**src/rtl/job_dispatcher_if.sv**
```systemverilog
// Handshake and memory-port bundle between the job dispatcher and its environment.
// The dispatcher drives the out_* signals through the master modport.
interface job_dispatcher_if #(
    parameter int cell_width      = 32,
    parameter int index_width     = 8,
    parameter int width           = 96,
    parameter int memory_size_log = 8
);
    logic                       in_start;
    logic [width-1:0]           in_mem_data;
    logic                       in_index_ack;
    logic                       in_result_ready;
    logic                       out_mem_read_en;
    logic [memory_size_log-1:0] out_mem_address;
    logic                       out_grant;
    logic [index_width-1:0]     out_row_index;
    logic [index_width-1:0]     out_col_index;
    logic [index_width-1:0]     out_mu;
    logic                       out_index_ready;
    logic [cell_width-1:0]      out_config;
    logic [2*index_width-1:0]   out_job_count;
    logic                       out_busy;
    logic                       out_done;

    modport master (
        input  in_start, in_mem_data, in_index_ack, in_result_ready,
        output out_mem_read_en, out_mem_address, out_grant, out_row_index,
               out_col_index, out_mu, out_index_ready, out_config,
               out_job_count, out_busy, out_done
    );

    modport slave (
        output in_start, in_mem_data, in_index_ack, in_result_ready,
        input  out_mem_read_en, out_mem_address, out_grant, out_row_index,
               out_col_index, out_mu, out_index_ready, out_config,
               out_job_count, out_busy, out_done
    );
endinterface

```
**src/rtl/job_dispatcher.sv**
```systemverilog
// Fetches the config word, then issues every (row, col) index job to the processor
// in row-major order, handing the memory port over for the job phase.
module job_dispatcher #(
    parameter int cell_width      = 32,
    parameter int index_width     = 8,
    parameter int width           = 96,
    parameter int memory_size_log = 8,
    parameter int config_address  = 0
) (
    input logic             in_clk,
    input logic             in_reset,
    job_dispatcher_if.master bus
);

    typedef enum logic [2:0] {
        IDLE, FETCH_REQ, FETCH_WAIT, CHECK, ISSUE, RELEASE, ADVANCE, DONE
    } state_t;

    localparam logic [index_width-1:0]   one_index = 1;
    localparam logic [2*index_width-1:0] one_count = 1;

    state_t                 state;
    logic [index_width-1:0] gamma;
    logic [index_width-1:0] lambda;
    logic [cell_width-1:0]  config_word;
    logic                   last_col;
    logic                   last_row;
    logic                   unused_inputs;

    assign config_word = bus.in_mem_data[cell_width-1:0];
    assign last_col    = (bus.out_col_index == gamma - one_index);
    assign last_row    = (bus.out_row_index == lambda - one_index);

    // The ack is informational only, and the upper memory cells never matter here.
    assign unused_inputs = ^{bus.in_index_ack, bus.in_mem_data[width-1:cell_width]};

    always_ff @(posedge in_clk or negedge in_reset) begin
        if (!in_reset) begin
            state               <= IDLE;
            gamma               <= '0;
            lambda              <= '0;
            bus.out_mem_read_en <= 1'b0;
            bus.out_mem_address <= '0;
            bus.out_grant       <= 1'b0;
            bus.out_row_index   <= '0;
            bus.out_col_index   <= '0;
            bus.out_mu          <= '0;
            bus.out_index_ready <= 1'b0;
            bus.out_config      <= '0;
            bus.out_job_count   <= '0;
            bus.out_busy        <= 1'b0;
            bus.out_done        <= 1'b0;
        end else begin
            bus.out_done <= 1'b0;
            case (state)
                IDLE: begin
                    if (bus.in_start) begin
                        state               <= FETCH_REQ;
                        bus.out_busy        <= 1'b1;
                        bus.out_mem_read_en <= 1'b1;
                        bus.out_mem_address <= memory_size_log'(config_address);
                        bus.out_job_count   <= '0;
                        bus.out_row_index   <= '0;
                        bus.out_col_index   <= '0;
                    end
                end
                FETCH_REQ: begin
                    state <= FETCH_WAIT;
                end
                FETCH_WAIT: begin
                    state               <= CHECK;
                    bus.out_mem_read_en <= 1'b0;
                    bus.out_config      <= config_word;
                    bus.out_mu          <= config_word[16 +: index_width];
                    gamma               <= config_word[8 +: index_width];
                    lambda              <= config_word[0 +: index_width];
                end
                CHECK: begin
                    if (gamma == '0 || lambda == '0) begin
                        state        <= DONE;
                        bus.out_done <= 1'b1;
                    end else begin
                        state               <= ISSUE;
                        bus.out_grant       <= 1'b1;
                        bus.out_index_ready <= 1'b1;
                    end
                end
                ISSUE: begin
                    if (bus.in_result_ready) begin
                        state               <= RELEASE;
                        bus.out_index_ready <= 1'b0;
                    end
                end
                // Waiting for result_ready to fall keeps a lingering result from closing the next job.
                RELEASE: begin
                    if (!bus.in_result_ready) begin
                        state <= ADVANCE;
                    end
                end
                ADVANCE: begin
                    bus.out_job_count <= bus.out_job_count + one_count;
                    if (last_col && last_row) begin
                        state         <= DONE;
                        bus.out_grant <= 1'b0;
                        bus.out_done  <= 1'b1;
                    end else begin
                        state               <= ISSUE;
                        bus.out_index_ready <= 1'b1;
                        if (last_col) begin
                            bus.out_col_index <= '0;
                            bus.out_row_index <= bus.out_row_index + one_index;
                        end else begin
                            bus.out_col_index <= bus.out_col_index + one_index;
                        end
                    end
                end
                DONE: begin
                    state        <= IDLE;
                    bus.out_busy <= 1'b0;
                end
                default: begin
                    state <= IDLE;
                end
            endcase
        end
    end

endmodule

```
**src/flat_wrapper.sv**
```systemverilog
// flat-port wrapper written by rule: the top's interface ports become plain ports
module job_dispatcher_flat 
#(
    parameter int cell_width      = 32,
    parameter int index_width     = 8,
    parameter int width           = 96,
    parameter int memory_size_log = 8,
    parameter int config_address  = 0
)
  (in_clk, in_reset, bus_in_start, bus_in_mem_data, bus_in_index_ack, bus_in_result_ready, bus_out_mem_read_en, bus_out_mem_address, bus_out_grant, bus_out_row_index, bus_out_col_index, bus_out_mu, bus_out_index_ready, bus_out_config, bus_out_job_count, bus_out_busy, bus_out_done);
  job_dispatcher_if #(.cell_width(cell_width), .index_width(index_width), .width(width), .memory_size_log(memory_size_log)) bus_i ();
  input logic in_clk;
  input logic in_reset;
  input wire logic [$bits(bus_i.in_start)-1:0] bus_in_start;
  input wire logic [$bits(bus_i.in_mem_data)-1:0] bus_in_mem_data;
  input wire logic [$bits(bus_i.in_index_ack)-1:0] bus_in_index_ack;
  input wire logic [$bits(bus_i.in_result_ready)-1:0] bus_in_result_ready;
  output wire logic [$bits(bus_i.out_mem_read_en)-1:0] bus_out_mem_read_en;
  output wire logic [$bits(bus_i.out_mem_address)-1:0] bus_out_mem_address;
  output wire logic [$bits(bus_i.out_grant)-1:0] bus_out_grant;
  output wire logic [$bits(bus_i.out_row_index)-1:0] bus_out_row_index;
  output wire logic [$bits(bus_i.out_col_index)-1:0] bus_out_col_index;
  output wire logic [$bits(bus_i.out_mu)-1:0] bus_out_mu;
  output wire logic [$bits(bus_i.out_index_ready)-1:0] bus_out_index_ready;
  output wire logic [$bits(bus_i.out_config)-1:0] bus_out_config;
  output wire logic [$bits(bus_i.out_job_count)-1:0] bus_out_job_count;
  output wire logic [$bits(bus_i.out_busy)-1:0] bus_out_busy;
  output wire logic [$bits(bus_i.out_done)-1:0] bus_out_done;
  assign bus_i.in_start = bus_in_start;
  assign bus_i.in_mem_data = bus_in_mem_data;
  assign bus_i.in_index_ack = bus_in_index_ack;
  assign bus_i.in_result_ready = bus_in_result_ready;
  assign bus_out_mem_read_en = bus_i.out_mem_read_en;
  assign bus_out_mem_address = bus_i.out_mem_address;
  assign bus_out_grant = bus_i.out_grant;
  assign bus_out_row_index = bus_i.out_row_index;
  assign bus_out_col_index = bus_i.out_col_index;
  assign bus_out_mu = bus_i.out_mu;
  assign bus_out_index_ready = bus_i.out_index_ready;
  assign bus_out_config = bus_i.out_config;
  assign bus_out_job_count = bus_i.out_job_count;
  assign bus_out_busy = bus_i.out_busy;
  assign bus_out_done = bus_i.out_done;
  job_dispatcher #(.cell_width(cell_width), .index_width(index_width), .width(width), .memory_size_log(memory_size_log), .config_address(config_address)) u_core (.in_clk(in_clk), .in_reset(in_reset), .bus(bus_i));
endmodule
```
**config.mk**
```make
export PLATFORM = sky130hd
export DESIGN_NAME = job_dispatcher_flat
export DESIGN_NICKNAME = d
export VERILOG_FILES = /design/src/rtl/job_dispatcher_if.sv /design/src/rtl/job_dispatcher.sv /design/src/flat_wrapper.sv
export SDC_FILE = /design/constraint.sdc
export NUM_CORES = 1
export LEC_CHECK = 0
export BUFFER_PORTS_ARGS = -buffer_cell sky130_fd_sc_hd__clkbuf_2
export CORE_UTILIZATION = 25
export DETAILED_ROUTE_END_ITERATION = 7
export GPL_TIMING_DRIVEN = 0
export MAX_ROUTING_LAYER = met4
export PLACE_DENSITY_LB_ADDON = 0.3
export SLEW_MARGIN = 20
export SYNTH_ARGS = -nofsm -noshare
export SYNTH_HDL_FRONTEND = slang
export SYNTH_SLANG_ARGS = --single-unit
```
**constraint.sdc**
```tcl
create_clock -name in_clk -period 3.6 [get_ports in_clk]
set_input_delay 0.36 -clock in_clk [delete_from_list [all_inputs] [get_ports in_clk]]
set_output_delay 0.36 -clock in_clk [all_outputs]
set_load 0.01 [all_outputs]
```
Yosys cells after proc, flatten, opt, wreduce, memory -nomap -nowiden

Index checks and enable logic that the tools add are counted.

Add/subtract/negate cells: 5
Multipliers: 0
Divide/modulo/power cells: 0
Magnitude comparators: 0
Eq/ne operators: 16
Shifts and indexed selects: 0
Multiplexer cells: 27
Bitwise logic cells: 0
Reduce and logical (&&, ||, !) cells: 18

Operator list:

| cell                  | number |
|---|---|
| $mux 8                | 5 |
| $pmux 16 s2           | 1 |
| $pmux 8 s2            | 2 |
| $pmux 3 s8            | 1 |
| $add 16x1->16 const B | 1 |
| $add 8x1->8 const B   | 2 |
| $eq 8x8->1            | 2 |
| $logic_not 8->1       | 2 |
| $mux 16               | 1 |
| $sub 8x1->8 const B   | 2 |
| $eq 3x3->1 const B    | 4 |
| $ne 2x2->1 const B    | 5 |
| $mux 3                | 3 |
| $reduce_and 3->1      | 3 |
| $pmux 1 s2            | 4 |
| $reduce_and 4->1      | 2 |
| $reduce_bool 2->1     | 4 |
| $mux 1                | 7 |
| $eq 3x2->1 const B    | 2 |
| $reduce_and 2->1      | 3 |
| $mux 2                | 2 |
| $ne 2x1->1 const B    | 2 |
| $eq 3x1->1 const B    | 1 |
| $logic_not 3->1       | 1 |
| 4 further kinds       | 4 |

Bits in registers: 96
Bits in latches: 0
Memory bits (writable): 0
Memory bits (read-only): 0
Bits of input ports: 101
Output and inout bits: 85
Word-level logic and storage cells: 79
Memories kept: 0

Depth between registers and ports, before layout

Gate-level depths: netlist (run 1).

Depth after elaboration: 5
Depth in mapped cells: 10
Depth with buffers taken out: 9

Least setup slack after synthesis (run 1)

Ideal clock, no wire load.

Path type: flip-flop to flip-flop
Start: reg u_core.gamma[0]
End: reg u_core.bus.out_row_index[7]
Setup time: 66 ps
Data arrival time: 2843 ps
Required time: 3534 ps
Setup slack: 691 ps
Stages on the path, launching flop included: 11
Buffers on the path: 1
Clock period less this slack: 2909 ps
Cells stage by stage: dfrtp_1 > inv_1 > ha_1 > xnor2_1 > nor2_1 > o211a_1 > or4b_1 > buf_2 > or4b_4 > or4_1 > nand2_1

Cells in the longest elaborated chain, start to end: 5
Elaborated cells between the ends (all ways): 6
Those cells by class: add/sub: 1; eq/ne: 3; reduce/logical: 2

RTL lines:

| item                                  | RTL line                | source |
|---|---|---|
| start, declared                       | job_dispatcher.sv:23    | `logic [index_width-1:0] gamma;` |
| start signal, assigned                | job_dispatcher.sv:75    | `gamma <= config_word[8 +: index_width];` |
| $sub 8x1->8 (*)                       | job_dispatcher.sv:31    | `assign last_col = (bus.out_col_index == gamma - one_index);` |
| $eq 8x8->1 (*)                        | job_dispatcher.sv:31    |  |
| $logic_and 1x1->1                     | job_dispatcher.sv:102   | `if (last_col && last_row) begin` |
| $ne 2x2->1 (no source line)           | n/a                     |  |
| $reduce_and 4->1 (no source line) (*) | n/a                     |  |
| end signal, assigned                  | job_dispatcher.sv:111   | `bus.out_row_index <= bus.out_row_index + one_index;` |
| end, declared                         | job_dispatcher_if.sv:27 | `output out_mem_read_en, out_mem_address, out_grant, out_row_index,` |

Every way passes the cells marked *; elsewhere a longest branch is shown, timed or not.
A chain may end at the register's enable or synchronous reset.

Worst setup path in the final report (run 1)

Same ends and word-level chain as after synthesis.

==> results of run 1 <==
registers in the layout, summed over array words and instances, names as in the netlist, 3 cells and up:
register	count
u_core.bus.out_col_index	8
u_core.bus.out_config	18
u_core.bus.out_job_count	16
u_core.bus.out_row_index	8
u_core.gamma	7
u_core.lambda	7
u_core.state	3
cells in the mapped netlist, drive strengths merged, types with 2 or more instances:
| library cell | number |
|---|---|
| or4b | 2 |
| a31oi | 3 |
| and3 | 9 |
| nand3 | 21 |
| dfrtp | 72 |
| mux2i | 3 |
| and4 | 5 |
| ha | 7 |
| nand4 | 5 |
| xor2 | 15 |
| a21boi | 2 |
| nand3b | 5 |
| or2 | 2 |
| mux2 | 28 |
| a211oi | 3 |
| nor2b | 3 |
| xnor2 | 13 |
| clkbuf | 12 |
| a21oi | 9 |
| o211ai | 4 |
| nor4 | 4 |
| a32o | 3 |
| nand2 | 36 |
| or3 | 3 |
| buf | 19 |
| nor2 | 29 |
| o21ai | 33 |
| or4 | 2 |
| nor3 | 6 |
| a21o | 2 |
| inv | 8 |
placed cells by master, fill, tap and decap left out, types with 4 or more instances in the layout:
cell / synthesis / routed
nor4_1: 4 / 4
xnor2_1: 13 / 13
and4_1: 5 / 5
clkbuf_16: 0 / 9
dfrtp_1: 72 / 72
nor3_1: 6 / 6
conb_1: 1 / 8
nand2_1: 36 / 36
buf_4: 16 / 16
nand4_1: 5 / 5
ha_1: 7 / 7
o211ai_1: 4 / 4
clkbuf_2: 0 / 111
nand3b_1: 5 / 5
xor2_1: 15 / 15
nand3_1: 21 / 21
clkbuf_1: 12 / 12
and3_1: 9 / 9
mux2_2: 28 / 28
o21ai_0: 33 / 33
nor2_1: 28 / 28
a21oi_1: 9 / 9
inv_1: 8 / 8
power groups by stage:
stage / registers (mW) / clock network, mW / logic, mW
after floorplan: 1.46 / 0 / 0.990
after global placement: 1.39 / 0 / 1.63
after detailed placement: 1.41 / 0 / 1.66
after CTS: 1.39 / 0.955 / 1.68
after global routing: 1.45 / 0.979 / 1.83
final: 1.39 / 0.915 / 1.65
layer usage:
metal	up-vias	global-route usage [%]	share of wire [%]
met3	10	4.108	4.8
met5	-	-	0
li1	1592	-	-
met4	0	4.950	1.4
met1	1569	17.26	47
met2	63	21.49	47
area by class of cell:
| cell class | instances | area share (%) |
|---|---|---|
| sequential | 72 | 36.46 |
| tap | 184 | 4.658 |
| inverter | 8 | 0.6076 |
| clock inverter | 5 | 1.114 |
| multi-input combinational | 276 | 36.61 |
| timing repair buffer | 113 | 11.80 |
| clock buffer | 11 | 5.114 |
| buffer | 31 | 3.646 |
through the flow:
| stage | utilization, % | hold slack, ns |
|---|---|---|
| floorplan | - | 0.06441 |
| global placement | 31.38 | 0.4935 |
| detailed placement | 31.53 | 0.4435 |
| CTS | 33.62 | 0.07244 |
| global route | 33.62 | 0.1005 |
| finish | 33.62 | 0.05700 |
kinds of logic after synthesis:
| kind of cell | after synthesis |
|---|---|
| DFF | 72 |
| adders and majority gates | 7 |
| muxes | 31 |
| and+or+nand+nor | 137 |
| AOI/OAI and AO/OA | 65 |
| other | 1 |
| xor gates and xnor gates | 28 |
| buffers and inverters | 39 |
path summary, 6_finish.rpt:
kind	startpoint	end	slack, ns	cells after the start
hold / removal	in_reset	u_core.bus.out_done	0.06	1
min in group in_clk	bus_in_mem_data[8]	u_core.gamma[0]	0.24	3
setup reg to reg	u_core.gamma[0]	u_core.bus.out_row_index[7]	0.48	10
hold reg to reg	u_core.bus.out_job_count[15]	u_core.bus.out_job_count[15]	0.50	1
setup / recovery	u_core.gamma[0]	u_core.bus.out_row_index[7]	0.48	10
max in group asynchronous	in_reset	u_core.lambda[4]	2.94	2
==> results.py, run 1 <==
metrics = {
    "clocking": {
        "cts_buffers": 9,
        "insertion_delay_ns": 0.34,
        "cts-root-buf": "clkbuf_16",
        "cts.sinks": 72,
        "clockBufferDepth": 2,
        "cts-resized-gates": 0,
        "htreeDepth": 3,
        "cts_setup_buffers": 0,
        "cts-hold-fix-buffers": 0,
        "cts_tree": "built",
        "clk_pin_slew_ns": 0.06,
    },
    "grt": {
        "grt_pass1_wl_um": 16400,
        "grt_pass1_vias": 3210,
        "antenna_found_initial": 0,
        "grt_overflow": 0,
        "grt_max_degree": 41,
        "grt.total_usage_pct": 13.93,
    },
    "placed_design": {
        "io_buffers": 112,
        "dp.cells": 684,
        "routabilityCongestion": 0.8038,
        "dp_slack_ns": 0.5008,
        "place_hpwl_um": 7577,
        "dpl_cell_area_sq_um": 4634,
    },
    "sta": {
        "fin_ws_ns": 0.4826,
        "max_freq_ghz": 0.3208,
        "tightest_slew_ns": 0.8580,
        "finalSetupViolations": 0,
        "fin_setup_tns_ns": 0,
        "period_minus_slack_ns": 3.117,
        "drv_slew": 0,
        "period_share_pct": 86.60,
        "hold_viol_final": 0,
        "grt_setup_unrepaired": "false",
        "maxSlewHeadroom_pct": 42.59,
        "finClkSkew_ns": 0.005537,
    },
    "yosys": {
        "synth-main-ff-cell": "dfrtp_1",
        "synthDistinctLibCells": 46,
        "ys.warnings.count": 0,
        "yosys.area_share.simple_pct": 18.63,
        "synthXorXnorAreaFrac_pct": 6.462,
        "muxShareOfSynthArea_pct": 9.100,
        "synth_edf_count": 0,
        "synth_top_area_cell": "dfrtp_1",
        "ys_async_sr_fraction_pct": 100.0,
        "netlist_area_sq_um": 3795,
        "synth_top_area_share_pct": 47.48,
        "syn_inst": 380,
        "ys_ff_latch": 72,
        "seq_area_frac_synth_pct": 47.48,
        "synth_compound_area_share_pct": 10.39,
        "synth_area_leaders": "dfrtp_1 47%, mux2_2 8.3%, o21ai_0 4.4%",
        "synthAdderAreaFrac_pct": 2.308,
        "synth.avg_cell_area_sq_um": 9.987,
        "synth_top_family_by_area": "simple AND/OR/NAND/NOR gates",
    },
    "finish": {
        "multiInputGateArea_sq_um": 1809,
        "final_layout_size_suffix_gt1_share_pct": 35.08,
        "area_growth_pct": 30.23,
        "seq_area_sq_um": 1802,
        "diodes": 0,
        "num-fill-cells": 1545,
        "postLayoutCellArea_sq_um": 4942,
        "fin_nets": 619,
        "layout.cells.non_filler": 700,
    },
    "worst_hold_path": {
        "hold_path_class": "in2async",
    },
    "setup_path": {
        "path_max_fanout": 10,
        "cp-start-kind": "flop",
        "critPathKind": "reg2reg",
        "required_ns": 3.87,
        "cp-end-kind": "flop",
        "cpPeakStageDelay_ns": 0.56,
        "cp_top_family": "simple AND/OR/NAND/NOR gates",
        "worstPathArrival_ns": 3.39,
        "crit_chain": "inv_1 -> ha_1 -> xnor2_1 -> nor2_1 -> o211a_1 -> or4b_1 -> buf_2 -> or4b_4 -> or4_1 -> nand2_1",
        "crit_slowest_cell": "or4b_4",
        "path_buf_inv": 2,
    },
    "die": {
        "io_pins": 186,
        "row_count": 44,
        "core_area_sq_um": 14700,
        "start_util_pct": 25.82,
        "die_w_um": 125.2,
        "die_area_sq_um": 15680,
        "dieHeight_um": 125.2,
    },
    "pwr": {
        "leakagePower_nw": 2.351,
        "seqPwrFrac_pct": 35.1,
        "power.density_nw_per_um2": 800.7,
        "peakVddDrop_v": 0.0002633,
        "internal_power_mw": 2.435,
        "pwr-share-clk_pct": 23.1,
        "netSwitchingPower_mw": 1.523,
        "finalPower_mw": 3.957,
        "comb_power_share_pct": 41.8,
        "switching_share_pct": 38.48,
    },
    "flow_run": {
        "drv_cap": 0,
    },
    "route": {
        "drc": 18,
        "vias": 3234,
        "route.antenna.remaining_nets": 0,
        "via_per_inst": 4.620,
        "initialDrtViolationCount": 189,
        "finalWirelength_um": 10120,
        "dr.pass1.iters": 6,
        "wl_per_cell_um": 14.46,
    },
    "run_status": {
        "status": "finished with violations",
        "violations": "DRC",
    },
}
No activity file was read; power rests on OpenSTA's default activity.
==> run 2: changes to the inputs <==
- CELL_PAD_IN_SITES_DETAIL_PLACEMENT: default -> 1
- CELL_PAD_IN_SITES_GLOBAL_PLACEMENT: default -> 2
==> run 2 against run 1 <==
The run still ends with DRC left. Sequential power about the same. Sequential share of layout area about the same. Final area about the same. Wire length up 11%. Via count rose by 3.0%. Die area did not move. Maximum frequency decreased by 0.75%. Combinational power barely moved. Critical path depth shrank 2. Critical path type unchanged. Largest power group unchanged.
==> results.py, run 2 (synthesis gave the netlist of run 1 again) <==
metrics = {
    "run_status": {
        "status": "finished with violations",
        "violations": "DRC",
    },
    "sta": {
        "tightest_slew_ns": 1.013,
        "whs_ns": 0.2328,
        "finClkSkew_ns": 0.004693,
        "hold_viol_final": 0,
        "period_minus_slack_ns": 3.141,
        "finalSetupViolations": 0,
        "max_freq_ghz": 0.3184,
        "maxSlewHeadroom_pct": 32.20,
        "fin_setup_tns_ns": 0,
        "period_share_pct": 87.25,
        "drv_slew": 0,
        "grt_setup_unrepaired": "false",
    },
    "clocking": {
        "cts_buffers": 9,
        "cts_tree": "built",
        "cts-root-buf": "clkbuf_16",
        "cts.sinks": 72,
        "clk_pin_slew_ns": 0.06,
        "insertion_delay_ns": 0.34,
        "htreeDepth": 3,
        "clockBufferDepth": 2,
    },
    "pwr": {
        "leakagePower_nw": 2.356,
        "power.density_nw_per_um2": 802.4,
        "finalPower_mw": 3.964,
        "peakVddDrop_v": 0.0002753,
    },
    "grt": {
        "grt_pass1_vias": 3551,
        "antenna_found_initial": 0,
        "grt_pass1_wl_um": 18860,
        "grt.total_usage_pct": 15.78,
        "grt_max_degree": 49,
        "grt_overflow": 0,
    },
    "die": {
        "core_area_sq_um": 14700,
        "die_w_um": 125.2,
        "die_area_sq_um": 15680,
        "start_util_pct": 25.82,
        "row_count": 44,
        "dieHeight_um": 125.2,
        "io_pins": 186,
    },
    "setup_path": {
        "path_max_fanout": 10,
        "required_ns": 3.87,
        "cpPeakStageDelay_ns": 0.57,
        "cp-end-kind": "flop",
        "cp-start-kind": "flop",
        "worstPathArrival_ns": 3.41,
        "cp_top_family": "simple AND/OR/NAND/NOR gates",
        "crit_chain": "nor4_1 -> xnor2_1 -> a21oi_1 -> or4b_1 -> buf_2 -> or4b_4 -> or4_1 -> nand2_1",
        "path_buf_inv": 1,
        "crit_slowest_cell": "or4b_4",
        "critPathKind": "reg2reg",
    },
    "placed_design": {
        "place_hpwl_um": 8329,
        "routabilityCongestion": 0.7748,
        "dpl_cell_area_sq_um": 4642,
        "io_buffers": 112,
    },
    "finish": {
        "reg.largest.list": "u_core.bus.out_config x18, u_core.bus.out_job_count x16",
        "fin_nets": 620,
        "top_register": "u_core.bus.out_config",
        "final_common_cell": "clkbuf_2",
        "final_cell_mix": "111 x clkbuf_2, 72 x dfrtp_1, 36 x nand2_1, 33 x o21ai_0",
        "area_growth_pct": 30.17,
        "num-fill-cells": 1721,
        "postLayoutCellArea_sq_um": 4940,
        "final_layout_size_suffix_gt1_share_pct": 34.69,
        "diodes": 0,
        "largest_register_ffs": 18,
    },
    "route": {
        "dr.max_layer_used": "met4",
        "finalWirelength_um": 11210,
        "wl_met3_um": 621,
        "via_per_inst": 4.760,
        "initialDrtViolationCount": 149,
        "route.antenna.remaining_nets": 0,
        "wirelength_met1_um": 5276,
        "dr.pass1.iters": 6,
        "drc": 24,
        "vias": 3332,
        "wl_per_cell_um": 16.01,
        "wl_met2_um": 5104,
    },
    "flow_run": {
        "drv_cap": 0,
    },
    "worst_hold_path": {
        "hold_path_class": "in2reg",
    },
}
[run 2: cell count changes in the layout (fill, tap and decap cells not counted), sizes merged]
| cell | before | now |
|---|---|---|
| clkinvlp | 2 | 0 |
| clkinv | 2 | 3 |
| dlygate4sd3 | 0 | 1 |
[run 2: power by group]
| part | internal [mW] | switching (mW) | total, mW | leakage [nW] |
|---|---|---|---|---|
| logic | 0.780 | 0.886 | 1.67 | 1.31 |
| registers | 1.08 | 0.321 | 1.41 | 0.901 |
| clock network | 0.548 | 0.344 | 0.892 | 0.145 |
[run 2: cell type report]
cell class	count	area, sq um	area share, %
multi-input cells	276	1809	36.63
plain buffers	31	180.2	3.647
clock inverters	4	45.04	0.9119
flip-flops and latches	72	1802	36.47
clock buffers	11	242.7	4.914
inverters	8	30.03	0.6079
well taps	184	230.2	4.661
repair buffers	114	600.6	12.16
[run 2: tightest hold or removal path, delay by kind of cell]
kind | cells | cell delay, ns
AOI/OAI and AO/OA | 1 | 0.06
buffers and inverters | 1 | 0.08
and+or+nand+nor | 1 | 0.04
[run 2: worst paths after layout]
check	start	to	slack (ns)	cells past startpoint
setup / recovery	u_core.gamma[3]	u_core.bus.out_row_index[7]	0.46	8
hold / removal	bus_in_mem_data[0]	u_core.lambda[0]	0.23	3
setup reg to reg	u_core.gamma[3]	u_core.bus.out_row_index[7]	0.46	8
hold reg to reg	u_core.bus.out_job_count[15]	u_core.bus.out_job_count[15]	0.51	1
max in group asynchronous	in_reset	u_core.bus.out_row_index[1]	2.50	3
min in group asynchronous	in_reset	u_core.gamma[2]	0.51	2
[run 2: repair_timing]
action                                 CTS  global route
resized for setup                        0             0
hold buffers                             1             0
buffers inserted                         0             0
endpoints found under the hold margin   24             0
[run 2: routing by layer]
layer,vias up,GRT usage [%]
li1,1588,-
met1,1632,19.83
met2,97,24.84
met3,15,3.166
met4,0,6.313
met5,-,-
[run 2: metrics by stage]
| step | util, % | std cells | setup WS (ns) |
|---|---|---|---|
| after CTS | 33.61 | 700 | 0.4520 |
| after global placement | 31.38 | 683 | 0.5037 |
| after detailed placement | 31.58 | 684 | 0.4724 |
| final | 33.61 | 700 | 0.4590 |
| after floorplan | - | 387 | 0.6913 |
| after global routing | 33.61 | 700 | 0.2841 |
